[src/rtl/instruction_fetch_unit_pkg.sv]
// Shared RISC-V fetch definitions: word geometry, memory fill word and the queue entry type.
package instruction_fetch_unit_pkg;
  localparam int          XLEN        = 32;
  localparam int          INSTR_BYTES = 4;
  localparam logic [31:0] IMEM_FILL   = 32'h0000_000D;
  localparam logic [31:0] NOP_ADDI    = 32'h0000_0013;

  typedef struct packed {
    logic [XLEN-1:0] pc;
    logic [XLEN-1:0] instr;
  } fetch_entry_t;

  function automatic logic [XLEN-1:0] next_pc(input logic [XLEN-1:0] pc);
    return pc + XLEN'(INSTR_BYTES);
  endfunction
endpackage

[src/rtl/fetch_queue.sv]
// DEPTH-entry circular buffer of {pc, instr} with wrap-bit pointers and a synchronous flush.
module fetch_queue
  import instruction_fetch_unit_pkg::*;
#(
  parameter int DEPTH = 2
) (
  input  logic         clk,
  input  logic         reset,
  input  logic         flush,
  input  logic         push,
  input  logic         pop,
  input  fetch_entry_t wr_data,
  output fetch_entry_t rd_data,
  output logic         empty,
  output logic         full
);
  localparam int AW = $clog2(DEPTH);

  logic [AW:0]  wr_ptr;
  logic [AW:0]  rd_ptr;
  logic [AW:0]  count;
  fetch_entry_t mem [DEPTH];

  always_ff @(posedge clk or posedge reset) begin
    if (reset) begin
      wr_ptr <= '0;
      rd_ptr <= '0;
    end else if (flush) begin
      wr_ptr <= '0;
      rd_ptr <= '0;
    end else begin
      if (push) wr_ptr <= wr_ptr + 1'b1;
      if (pop)  rd_ptr <= rd_ptr + 1'b1;
    end
  end

  // Storage is cleared on reset so the head reads as zero straight out of reset.
  always_ff @(posedge clk or posedge reset) begin
    if (reset) begin
      for (int i = 0; i < DEPTH; i++) mem[i] <= '0;
    end else if (push && !flush) begin
      mem[wr_ptr[AW-1:0]] <= wr_data;
    end
  end

  assign count   = wr_ptr - rd_ptr;
  assign empty   = (count == '0);
  assign full    = (count == (AW+1)'(DEPTH));
  assign rd_data = mem[rd_ptr[AW-1:0]];
endmodule

[src/rtl/instruction_fetch_unit.sv]
// Fetch PC owner: drives instruction memory, queues {pc, instr} for decode, handles redirects and faults.
module instruction_fetch_unit
  import instruction_fetch_unit_pkg::*;
#(
  parameter int          DEPTH      = 2,
  parameter logic [31:0] RESET_PC   = 32'h0,
  parameter int          IMEM_WORDS = 128
) (
  input  logic        clk,
  input  logic        reset,
  output logic [31:0] imem_pc,
  input  logic [31:0] imem_instr,
  input  logic        redirect_valid,
  input  logic [31:0] redirect_pc,
  input  logic        id_ready,
  output logic        id_valid,
  output logic [31:0] id_instr,
  output logic [31:0] id_pc,
  output logic        fetch_fault
);
  localparam logic [XLEN:0] IMEM_BYTES = (XLEN+1)'(IMEM_WORDS * INSTR_BYTES);

  logic [31:0]  fetch_pc;
  logic         bad_pc;
  logic         push;
  logic         pop;
  logic         q_empty;
  logic         q_full;
  fetch_entry_t wr_entry;
  fetch_entry_t head;

  // Widened compare so the memory-size bound cannot wrap.
  assign bad_pc = (fetch_pc[1:0] != 2'b00) || ({1'b0, fetch_pc} >= IMEM_BYTES);
  assign pop    = id_valid && id_ready;
  assign push   = !redirect_valid && !fetch_fault && !bad_pc && (!q_full || pop);

  always_ff @(posedge clk or posedge reset) begin
    if (reset) begin
      fetch_pc    <= RESET_PC;
      fetch_fault <= 1'b0;
    end else if (redirect_valid) begin
      fetch_pc    <= redirect_pc;
      fetch_fault <= 1'b0;
    end else begin
      if (push)   fetch_pc    <= next_pc(fetch_pc);
      if (bad_pc) fetch_fault <= 1'b1;
    end
  end

  assign wr_entry = '{pc: fetch_pc, instr: imem_instr};

  fetch_queue #(.DEPTH(DEPTH)) u_queue (
    .clk     (clk),
    .reset   (reset),
    .flush   (redirect_valid),
    .push    (push),
    .pop     (pop),
    .wr_data (wr_entry),
    .rd_data (head),
    .empty   (q_empty),
    .full    (q_full)
  );

  assign imem_pc  = fetch_pc;
  assign id_valid = !q_empty;
  assign id_pc    = head.pc;
  assign id_instr = head.instr;
endmodule

[config.mk]
export PLATFORM = sky130hd
export DESIGN_NAME = instruction_fetch_unit
export DESIGN_NICKNAME = d
export VERILOG_FILES = /design/src/rtl/instruction_fetch_unit_pkg.sv /design/src/rtl/fetch_queue.sv /design/src/rtl/instruction_fetch_unit.sv
export SDC_FILE = /design/constraint.sdc
export NUM_CORES = 1
export LEC_CHECK = 0
export CORE_MARGIN = 4
export CORE_UTILIZATION = 50
export DETAILED_ROUTE_END_ITERATION = 10
export HOLD_SLACK_MARGIN = 0.1
export PLACE_DENSITY = 0.89
export SETUP_SLACK_MARGIN = 0.02
export SYNTH_ARGS = -nofsm -noshare
export SYNTH_HDL_FRONTEND = slang
export SYNTH_HIERARCHICAL = 1
export SYNTH_SLANG_ARGS = --single-unit
[constraint.sdc]
create_clock -name clk -period 11.9 [get_ports clk]
set_input_delay 1.19 -clock clk [delete_from_list [all_inputs] [get_ports clk]]
set_output_delay 1.19 -clock clk [all_outputs]
set_load 0.05 [all_outputs]
==> results of run 1 <==
state kept, by name, indices dropped and copies added (netlist names):
name            count
u_queue/mem       128
imem_pc            32
u_queue/rd_ptr      2
u_queue/wr_ptr      2
fetch_fault         1
final cells by class:
class / count / area (um2)
timing repair buffer: 172 / 1700
fill: 1054 / 5130
clock inverter: 11 / 171
clock buffer: 21 / 470
sequential: 165 / 4130
tap: 211 / 264
multi-input combinational: 292 / 3470
inverter: 8 / 32.5
kinds of logic (layout without fill, tap and decap cells):
family	Yosys count	in the layout	share of synthesized area, %
mux	216	216	36.4
flops	165	165	52.2
simple gates	49	49	4.32
buf+inv	37	212	3.97
compound gates	21	21	2.31
xor+xnor	4	4	0.443
fa+ha+maj	2	2	0.316
metal layers:
metal	up-vias	track usage, %	wire [um]
met4	0	5.71	206
li1	2109	-	-
met1	2439	26.9	7800
met5	-	0	0
met3	19	6.00	1160
met2	167	33.4	8580
final timing paths:
kind	endpoint	slack [ns]	depth (start not counted)	from
hold / removal	u_queue/mem[26]	0.50	1	u_queue/mem[26]
setup reg to reg	u_queue/mem[124]	8.30	8	u_queue/wr_ptr[0]
setup / recovery	u_queue/mem[124]	7.92	7	id_ready
max in group asynchronous	u_queue/mem[50]	9.19	3	reset
min in group asynchronous	imem_pc[17]	1.29	3	reset
hold reg to reg	u_queue/mem[26]	0.50	1	u_queue/mem[26]
where the power goes:
part           switching, mW  leakage (nW)  total (mW)  internal (mW)
sequential            0.0217          2.23       0.594          0.572
clock                  0.219         0.310       0.588          0.369
combinational         0.0742          2.27       0.126         0.0521
stage by stage:
| stage | std cells | instance area [um2] |
|---|---|---|
| 6_report | 880 | 10200 |
| 5_1_grt | 880 | 10200 |
| 4_1_cts | 880 | 10200 |
| 3_5_place_dp | 848 | 9600 |
| 3_3_place_gp | 848 | 9600 |
| 2_1_floorplan | 494 | 7910 |
critical path, cell delays in order:
cell and delay, ns:
clkdlybuf4s50_1 0.45, nor2b_1 0.44, o2111ai_4 0.23, nor3_1 0.57, nor3b_4 0.31, buf_4 0.63, mux2_2 0.42
cells in the final DEF, fill, tap and decap left out, types with 4 or more instances in the layout:
cell             netlist  layout
mux2_4               120     120
dfrtp_1              165     164
nor3_1                 4       4
nand2_1                6       6
clkbuf_16              0      17
bufinv_16              0       4
mux2_2                96      96
nor2_1                 9       9
buf_4                  3       7
clkdlybuf4s50_1        0     164
inv_1                  8       7
nand3_1                7       7
==> results by group, run 1 <==
Flow run
  • Max_cap viols: 0

Clock network
  • Total CTS buffers: 17
  • Root Driver: clkbuf_16
  • CTS max path bufs: 2
  • Hold_buf cts: 0
  • Post-CTS setup buffer count: 0
  • Clk pin slew, worst setup/hold paths: 0.06 ns
  • Post-cts resize count: 0
  • Sink Count: 165
  • CTS H-Tree Depth: 4
  • Worst skew pair latency: around 0.42 ns
  • TritonCTS clock tree: yes

Power
  • Total power: 1.31 mW
  • Worst vdd ir: 0.0000989 V
  • Power per standard cell area: about 130 mW/mm2
  • P_leak: 4.80 nW

Detailed routing
  • Vias: 4734
  • Vias per inst: ~5.4
  • WL/cell: 20.2 um
  • DR pass1 iterations: 4
  • DRT Wirelength: between 15000 and 20000 um
  • Initial DRC Count: 230
  • DRC Markers: 0
  • Final ANT Viol Nets: 0

Synthesis
  • Synth unique cells: 41
  • Commonest cells in the netlist: dfrtp_1 (165), mux2_4 (120), mux2_2 (96)
  • Post-synthesis cell count: around 500
  • Seq/Total Area, Yosys: 52.2%
  • Syn. warnings: 6
  • Cell area after synthesis: 0.00791 mm2
  • Synth area leaders: dfrtp_1 (52%), mux2_4 (23%), mux2_2 (14%), buf_12 (1.5%), buf_6 (1.1%)
  • Count leader, synth: dfrtp_1
  • Post-synth top area cell: dfrtp_1
  • Top-area cell type share of the netlist area: 52.2%
  • Top FF cell, synth: dfrtp_1
  • Post-synth EDFFs: 0
  • Asr flop ratio synth: 100%
  • Syn_area_per_cell: about 16 um2
  • FF+latch count, synth: 165
  • Post-Syn Nets: 564

STA
  • Slew @ Worst Pin: 0.979 ns
  • Clk_skew: 0.00959 ns
  • Final Hold Viols: 0
  • Fin Setup TNS: 0 ns
  • RSZ-0062 raised after global routing: no
  • Minimum clock period: 3.98 ns
  • Final setup fails: 0
  • Max-slew violation count: 0
  • Crit share post-route: 33.4%
  • Min Hold Slack: 0.504 ns
  • Setup ws final: 7.92 ns
  • Max Fclk: 0.251 GHz
  • Worst rel slew slack: 34.7%

Placed design
  • Place WS: 7.59 ns
  • I/O Buffers: 165
  • Global placement routability congestion: between 0.8 and 0.9
  • Detail Placement HPWL: ~12000 um

GRT
  • Grt total ovfl: 0
  • Initial antenna violation count: 0
  • Vias in the first global route: 5497
  • Largest net degree at the start of global routing: a little under 80
  • GRT Total Usage: 20.5%
  • Global-route wire length before repair: about 29000 um

Setup path
  • Crit path kind: in -> reg
  • Element type at the critical path start: input pin
  • CP Data Required Time: 12.20 ns
  • Crit path DAT: 4.28 ns
  • CP Capture Type: flip-flop
  • Largest fanout on the critical path: 40

Floorplan
  • Chip height: 134 um
  • Chip width: 134 um
  • Initial core utilization: 51.5%
  • Core Area: 0.0154 mm2
  • Ports: between 150 and 200
  • Row Count: 45
  • DIE AREA: 0.0179 mm2

Finish
  • Area grow syn2layout: 29.5%
  • Share of cells above drive strength 1: 40.4%
  • ANT cells: 0
  • Fin util: 66.6%
  • Net count, final: 726

Hold path
  • Hold Path Class: reg -> reg

Status
  • Status: finished, final reports clean
Note: power is estimated with default switching activity, not from simulation.
==> run 2, diff against run 1 <==
--- a/config.mk
+++ b/config.mk
@@ -6,10 +6,10 @@
 export NUM_CORES = 1
 export LEC_CHECK = 0
 export CORE_MARGIN = 4
-export CORE_UTILIZATION = 50
+export CORE_UTILIZATION = 47
 export DETAILED_ROUTE_END_ITERATION = 10
 export HOLD_SLACK_MARGIN = 0.1
-export PLACE_DENSITY = 0.89
+export PLACE_DENSITY = 0.88
 export SETUP_SLACK_MARGIN = 0.02
 export SYNTH_ARGS = -nofsm -noshare
 export SYNTH_HDL_FRONTEND = slang
==> constraint.sdc (replaced) <==
create_clock -name clk -period 3.5 [get_ports clk]
set_input_delay 0.35 -clock clk [delete_from_list [all_inputs] [get_ports clk]]
set_output_delay 0.35 -clock clk [all_outputs]
set_load 0.05 [all_outputs]
==> run 2 against run 1 <==
Net effect: register-to-register slack got worse by 7.8 ns; hold slack got worse by 0.072 ns; critical path depth decreased by 4; highest routed layer unchanged; final cell count increased by 1.1%; global-route usage decreased by 0.67 points; flip-flop and latch count unchanged.
==> results by group, run 2 (synthesis results as in run 1) <==
Clock network
  • CTS max path bufs: 2 (unchanged)
  • Sink Count: 165 (unchanged)
  • Clk pin slew, worst setup/hold paths: 0.06 ns (about the same)
  • Post-CTS setup buffer count: 0 (unchanged)
  • TritonCTS clock tree: yes
  • Worst skew pair latency: 0.42 ns (about the same)
  • Root Driver: clkbuf_16
  • CTS H-Tree Depth: 4 (unchanged)
  • Total CTS buffers: 17 (unchanged)
  • Hold_buf cts: 0 (unchanged)
  • Post-cts resize count: 0 (unchanged)

GRT
  • GRT Total Usage: 19.8% (-0.67 points)
  • Vias in the first global route: 5240 (-4.7%)
  • Grt total ovfl: 0 (unchanged)
  • Global-route wire length before repair: 28800 um (-1.8%)
  • Largest net degree at the start of global routing: 133 (+73%)
  • Initial antenna violation count: 0 (unchanged)

Finish
  • Share of cells above drive strength 1: 40.4% (+0.089 points)
  • Area grow syn2layout: 29.3%
  • ANT cells: 0 (unchanged)
  • Top reg by flops: u_queue/mem
  • Final non-filler cell total: 890 (+1.1%)
  • Most frequent cells in the layout: dfrtp_1 (164), clkdlybuf4s50_1 (164), mux2_4 (120), mux2_2 (96), clkbuf_16 (17)
  • Net count, final: 728 (+0.28%)
  • Fillers: 1192 (+13%)
  • Max reg flops: 128 (unchanged)

Detailed routing
  • Vias: 4764 (+0.63%)
  • Vias per inst: 5.35 (-0.50%)
  • DR pass1 iterations: 6 (+2)
  • DRC Markers: 0 (unchanged)
  • DRT Wirelength: 18300 um (+3.3%)
  • Initial DRC Count: 278 (+21%)
  • Final ANT Viol Nets: 0 (unchanged)
  • WL/cell: 20.6 um (+2.2%)

Floorplan
  • Ports: 166 (unchanged)
  • Core Area: 0.0165 mm2 (+7.5%)
  • Initial core utilization: 47.9% (-3.6 points)
  • Chip width: 138 um (+3.0%)
  • Row Count: 47 (+4.4%)
  • Chip height: 138 um (+3.0%)
  • DIE AREA: 0.0190 mm2 (+6.0%)

Power
  • P_leak: 4.79 nW (-0.25%)
  • Worst vdd ir: 0.000347 V (+250%)
  • Power per standard cell area: 419 mW/mm2 (+230%)

STA
  • Worst rel slew slack: 36.3% (+1.6 points)
  • Slew @ Worst Pin: 0.955 ns (-0.0234 ns)
  • Setup ws final: 0.434 ns (-7.49 ns)
  • RSZ-0062 raised after global routing: no
  • Max Fclk: roughly 0.33 GHz
  • Max-slew violation count: 0 (unchanged)
  • Crit share post-route: 87.6%
  • Fin Setup TNS: 0 ns (unchanged)
  • Minimum clock period: 3.07 ns
  • Final Hold Viols: 0 (unchanged)
  • Final setup fails: 0 (unchanged)
  • Clk_skew: 0.0105 ns (+0.000927 ns)

Setup path
  • Crit path kind: reg -> out
  • Crit path DAT: 2.72 ns (-1.56 ns)
  • Largest fanout on the critical path: 67 (+68%)
  • CP Capture Type: output port
  • CP Data Required Time: 3.15 ns (-9.05 ns)
  • Element type at the critical path start: flip-flop

Placed design
  • Placed cells: 859 (+1.3%)
  • Detail Placement HPWL: 12100 um (+5.0%)
  • I/O Buffers: 165 (unchanged)
  • Place WS: 0.528 ns (-7.06 ns)
  • Global placement routability congestion: 0.794 (-3.4%)

Hold path
  • Hold Path Class: in -> reg

Status
  • Status: finished, final reports clean

Flow run
  • Max_cap viols: 0 (unchanged)
[run 2: per-layer routing]
metal	up-vias	routed length, um	track usage [%]
met3	28	1080	4.82
met5	-	0	0
met2	178	8840	31.8
met4	0	243	6.20
met1	2447	8170	26.7
li1	2111	-	-
[run 2: area by class of cell]
| class | instances | area (um2) | share of cell area, % |
|---|---|---|---|
| Clock buffer | 21 | 470 | 4.60 |
| Tap cell | 220 | 275 | 2.69 |
| Timing Repair Buffer | 174 | 1740 | 17.0 |
| Sequential cell | 165 | 4130 | 40.4 |
| Clock inverter | 10 | 105 | 1.03 |
| Inverter | 8 | 33.8 | 0.330 |
| Multi-Input combinational cell | 292 | 3470 | 34.0 |
[run 2: critical path, stage by stage (launching register included)]
cell             delay (ns)
dfrtp_2                0.36
buf_4                  0.71
mux2_2                 0.42
clkdlybuf4s50_1        0.72
[run 2: where the power goes]
group	switching (mW)	internal, mW
clock network	0.728	1.09
logic	0.258	0.180
registers	0.0740	1.95
[run 2: path summary, 6_finish.rpt]
kind	start	endpoint	slack [ns]	cells past startpoint
worst max-delay path	u_queue/rd_ptr[0]	id_pc[22]	0.43	3
worst min-delay path	redirect_valid	u_queue/wr_ptr[1]	0.43	5
worst max register to register	u_queue/wr_ptr[0]	u_queue/mem[35]	0.53	9
worst min register to register	u_queue/mem[34]	u_queue/mem[34]	0.51	1
max in group asynchronous	reset	imem_pc[27]	2.30	3
min in group asynchronous	reset	imem_pc[24]	0.44	2
[run 2: per-stage QoR]
stage               instance area, um2  hold WS (ns)  utilization, %  power, mW
floorplan                         7910         0.413               -       2.27
global placement                  9650         0.483            58.4       2.48
detailed placement                9650         0.489            58.4       2.49
CTS                              10200         0.416            61.9       4.32
global route                     10200         0.448            61.9       4.43
finish                           10200         0.432            61.9       4.28
==> run 3, diff against run 2 <==
--- a/config.mk
+++ b/config.mk
@@ -5,11 +5,13 @@
 export SDC_FILE = /design/constraint.sdc
 export NUM_CORES = 1
 export LEC_CHECK = 0
+export CELL_PAD_IN_SITES_DETAIL_PLACEMENT = 1
+export CELL_PAD_IN_SITES_GLOBAL_PLACEMENT = 1
 export CORE_MARGIN = 4
-export CORE_UTILIZATION = 47
+export CORE_UTILIZATION = 38
 export DETAILED_ROUTE_END_ITERATION = 10
 export HOLD_SLACK_MARGIN = 0.1
-export PLACE_DENSITY = 0.88
+export PLACE_DENSITY = 0.87
 export SETUP_SLACK_MARGIN = 0.02
 export SYNTH_ARGS = -nofsm -noshare
 export SYNTH_HDL_FRONTEND = slang
==> run 3 against run 2 <==
Net effect: via count is 0.40% lower; largest cell class unchanged; flip-flop and latch count is the same; register-to-register slack lost 0.10 ns; critical endpoint is now id_pc[23]; routed wire length is 8.8% higher; largest power group unchanged; fmax fell by 2.7%; power rose by 3.4%; clock skew hardly changed; global-route usage fell by 2.2 points; cell area up 1.1%; count of clock-buffer cells in the layout shrank 4.
==> results by group, run 3 (synthesis results as in run 1) <==
Setup path
  • Crit path kind: reg -> out
  • Origin of the worst setup path: u_queue/rd_ptr[0]
  • Crit path DAT: 2.80 ns (+0.08 ns)
  • R2R Path End: u_queue/mem[126]
  • Reg2Reg Depth: 9 (unchanged)
  • CP Data Required Time: 3.15 ns (about the same)
  • Element type at the critical path start: flip-flop
  • Largest fanout on the critical path: 67 (unchanged)
  • Reg-to-reg slack, setup: 0.43 ns (-0.10 ns)
  • Worst r2r src: u_queue/wr_ptr[0]
  • CP Capture Type: output port

STA
  • Final setup fails: 0 (unchanged)
  • Clk_skew: 0.0109 ns (+0.000422 ns)
  • Crit share post-route: 90.0% (+2.4 points)
  • Fin Setup TNS: 0 ns (unchanged)
  • RSZ-0062 raised after global routing: no
  • Minimum clock period: 3.15 ns (+0.0855 ns)
  • Setup ws final: 0.349 ns (-0.0855 ns)
  • Max Fclk: 0.317 GHz (-2.7%)
  • Slew @ Worst Pin: 0.981 ns (+0.0251 ns)
  • Final Hold Viols: 0 (unchanged)
  • Max-slew violation count: 0 (unchanged)
  • Worst rel slew slack: 34.6% (-1.7 points)

GRT
  • Vias in the first global route: 5694 (+8.7%)
  • Met1 Usage GRT: 22.7% (-4.0 points)
  • Grt total ovfl: 0 (unchanged)
  • GRT Total Usage: 17.7% (-2.2 points)
  • Top Usage Layer GRT: met2
  • Largest net degree at the start of global routing: 133 (unchanged)
  • Initial antenna violation count: 0 (unchanged)
  • Global-route wire length before repair: 32800 um (+14%)
  • GR Util met2: 30.5% (-1.3 points)
  • Global routing usage on met3: 4.29% (-0.53 points)

Placed design
  • Detail Placement HPWL: 13400 um (+10%)
  • Global placement routability congestion: 0.794 (+0.10%)
  • Place WS: 0.463 ns (-0.0650 ns)
  • I/O Buffers: 165 (unchanged)

Clock network
  • Worst skew pair latency: 0.42 ns (about the same)
  • Post-CTS setup buffer count: 0 (unchanged)
  • Post-cts resize count: 0 (unchanged)
  • Hold_buf cts: 0 (unchanged)
  • Sink Count: 165 (unchanged)
  • Clk pin slew, worst setup/hold paths: 0.07 ns (about the same)
  • TritonCTS clock tree: yes
  • Total CTS buffers: 17 (unchanged)
  • CTS max path bufs: 2 (unchanged)
  • Root Driver: clkbuf_16
  • CTS H-Tree Depth: 4 (unchanged)

Power
  • P_leak: 4.81 nW (+0.39%)
  • Worst vdd ir: 0.000272 V (-22%)
  • Power per standard cell area: 428 mW/mm2 (+2.3%)

Detailed routing
  • Initial DRC Count: 215 (-23%)
  • Vias per inst: 5.04 (-5.9%)
  • WL/cell: 21.2 um (+2.7%)
  • Final ANT Viol Nets: 0 (unchanged)
  • DR pass1 iterations: 4 (-2)
  • Vias: 4745 (-0.40%)
  • DRC Markers: 0 (unchanged)
  • DRT Wirelength: 19900 um (+8.8%)

Floorplan
  • Ports: 166 (unchanged)
  • Chip height: 152 um (+11%)
  • Initial core utilization: 38.8% (-9.0 points)
  • Chip width: 152 um (+11%)
  • DIE AREA: 0.0232 mm2 (+22%)
  • Core Area: 0.0204 mm2 (+23%)
  • Row Count: 52 (+11%)

Finish
  • ANT cells: 0 (unchanged)
  • Net count, final: 729 (+0.14%)
  • Area grow syn2layout: 30.8%
  • Top reg by flops: u_queue/mem
  • Max reg flops: 128 (unchanged)
  • Fillers: 1976 (+66%)
  • Most frequent cells in the layout: dfrtp_1 (164), clkdlybuf4s50_1 (164), mux2_4 (120), mux2_2 (96), clkbuf_16 (17)
  • Share of cells above drive strength 1: 40.8% (+0.33 points)

Flow run
  • Max_cap viols: 0 (unchanged)

Hold path
  • Hold Path Class: in -> reg
  • HP Start: redirect_valid
  • Hold EP: u_queue/rd_ptr[0]
  • Hold path cells: 2 (-3)

Status
  • Status: finished, final reports clean
## run 3: metal layers
layer | part of all wire, % | vias to the layer above
met4 | 0.67 | 0
met2 | 51 | 128
met1 | 44 | 2496
met3 | 3.7 | 11
met5 | 0 | -
li1 | - | 2110
## run 3: critical path, cell delays in order, from the launching register on
cell and delay [ns]:
dfrtp_4 0.41, buf_4 0.73, mux2_2 0.42, clkdlybuf4s50_1 0.73
## run 3: power breakdown
group          internal, mW  total [mW]  switching (mW)
clock                  1.14        1.97           0.825
combinational         0.180       0.439           0.259
sequential             1.94        2.02          0.0751
## run 3: final cells by class
class	instances	area [um2]	share of cell area (%)
Timing Repair Buffer	175	1750	16.9
Sequential cell	165	4130	39.9
Clock inverter	15	195	1.89
Clock buffer	17	425	4.11
Inverter	8	33.8	0.327
Multi-Input combinational cell	292	3470	33.6
Tap cell	270	338	3.27
## run 3: worst max-delay path by stage
stage,to,cells past startpoint
final,id_pc[23],3
after CTS,id_pc[10],3
after floorplan,u_queue/mem[100],11
after global routing,u_queue/mem[126],9
after detailed placement,u_queue/mem[125],8
after global placement,u_queue/mem[123],8
## run 3: per-stage QoR
stage          power (mW)  cells  instance area [um2]  hold slack, ns  util, %
2_1_floorplan        2.27    494                 7910           0.413        -
3_3_place_gp         2.48    910                 9720           0.482     47.8
3_5_place_dp         2.50    910                 9720           0.488     47.8
4_1_cts              4.49    942                10300           0.302     50.8
5_1_grt              4.62    942                10300           0.299     50.8
6_report             4.43    942                10300           0.309     50.8
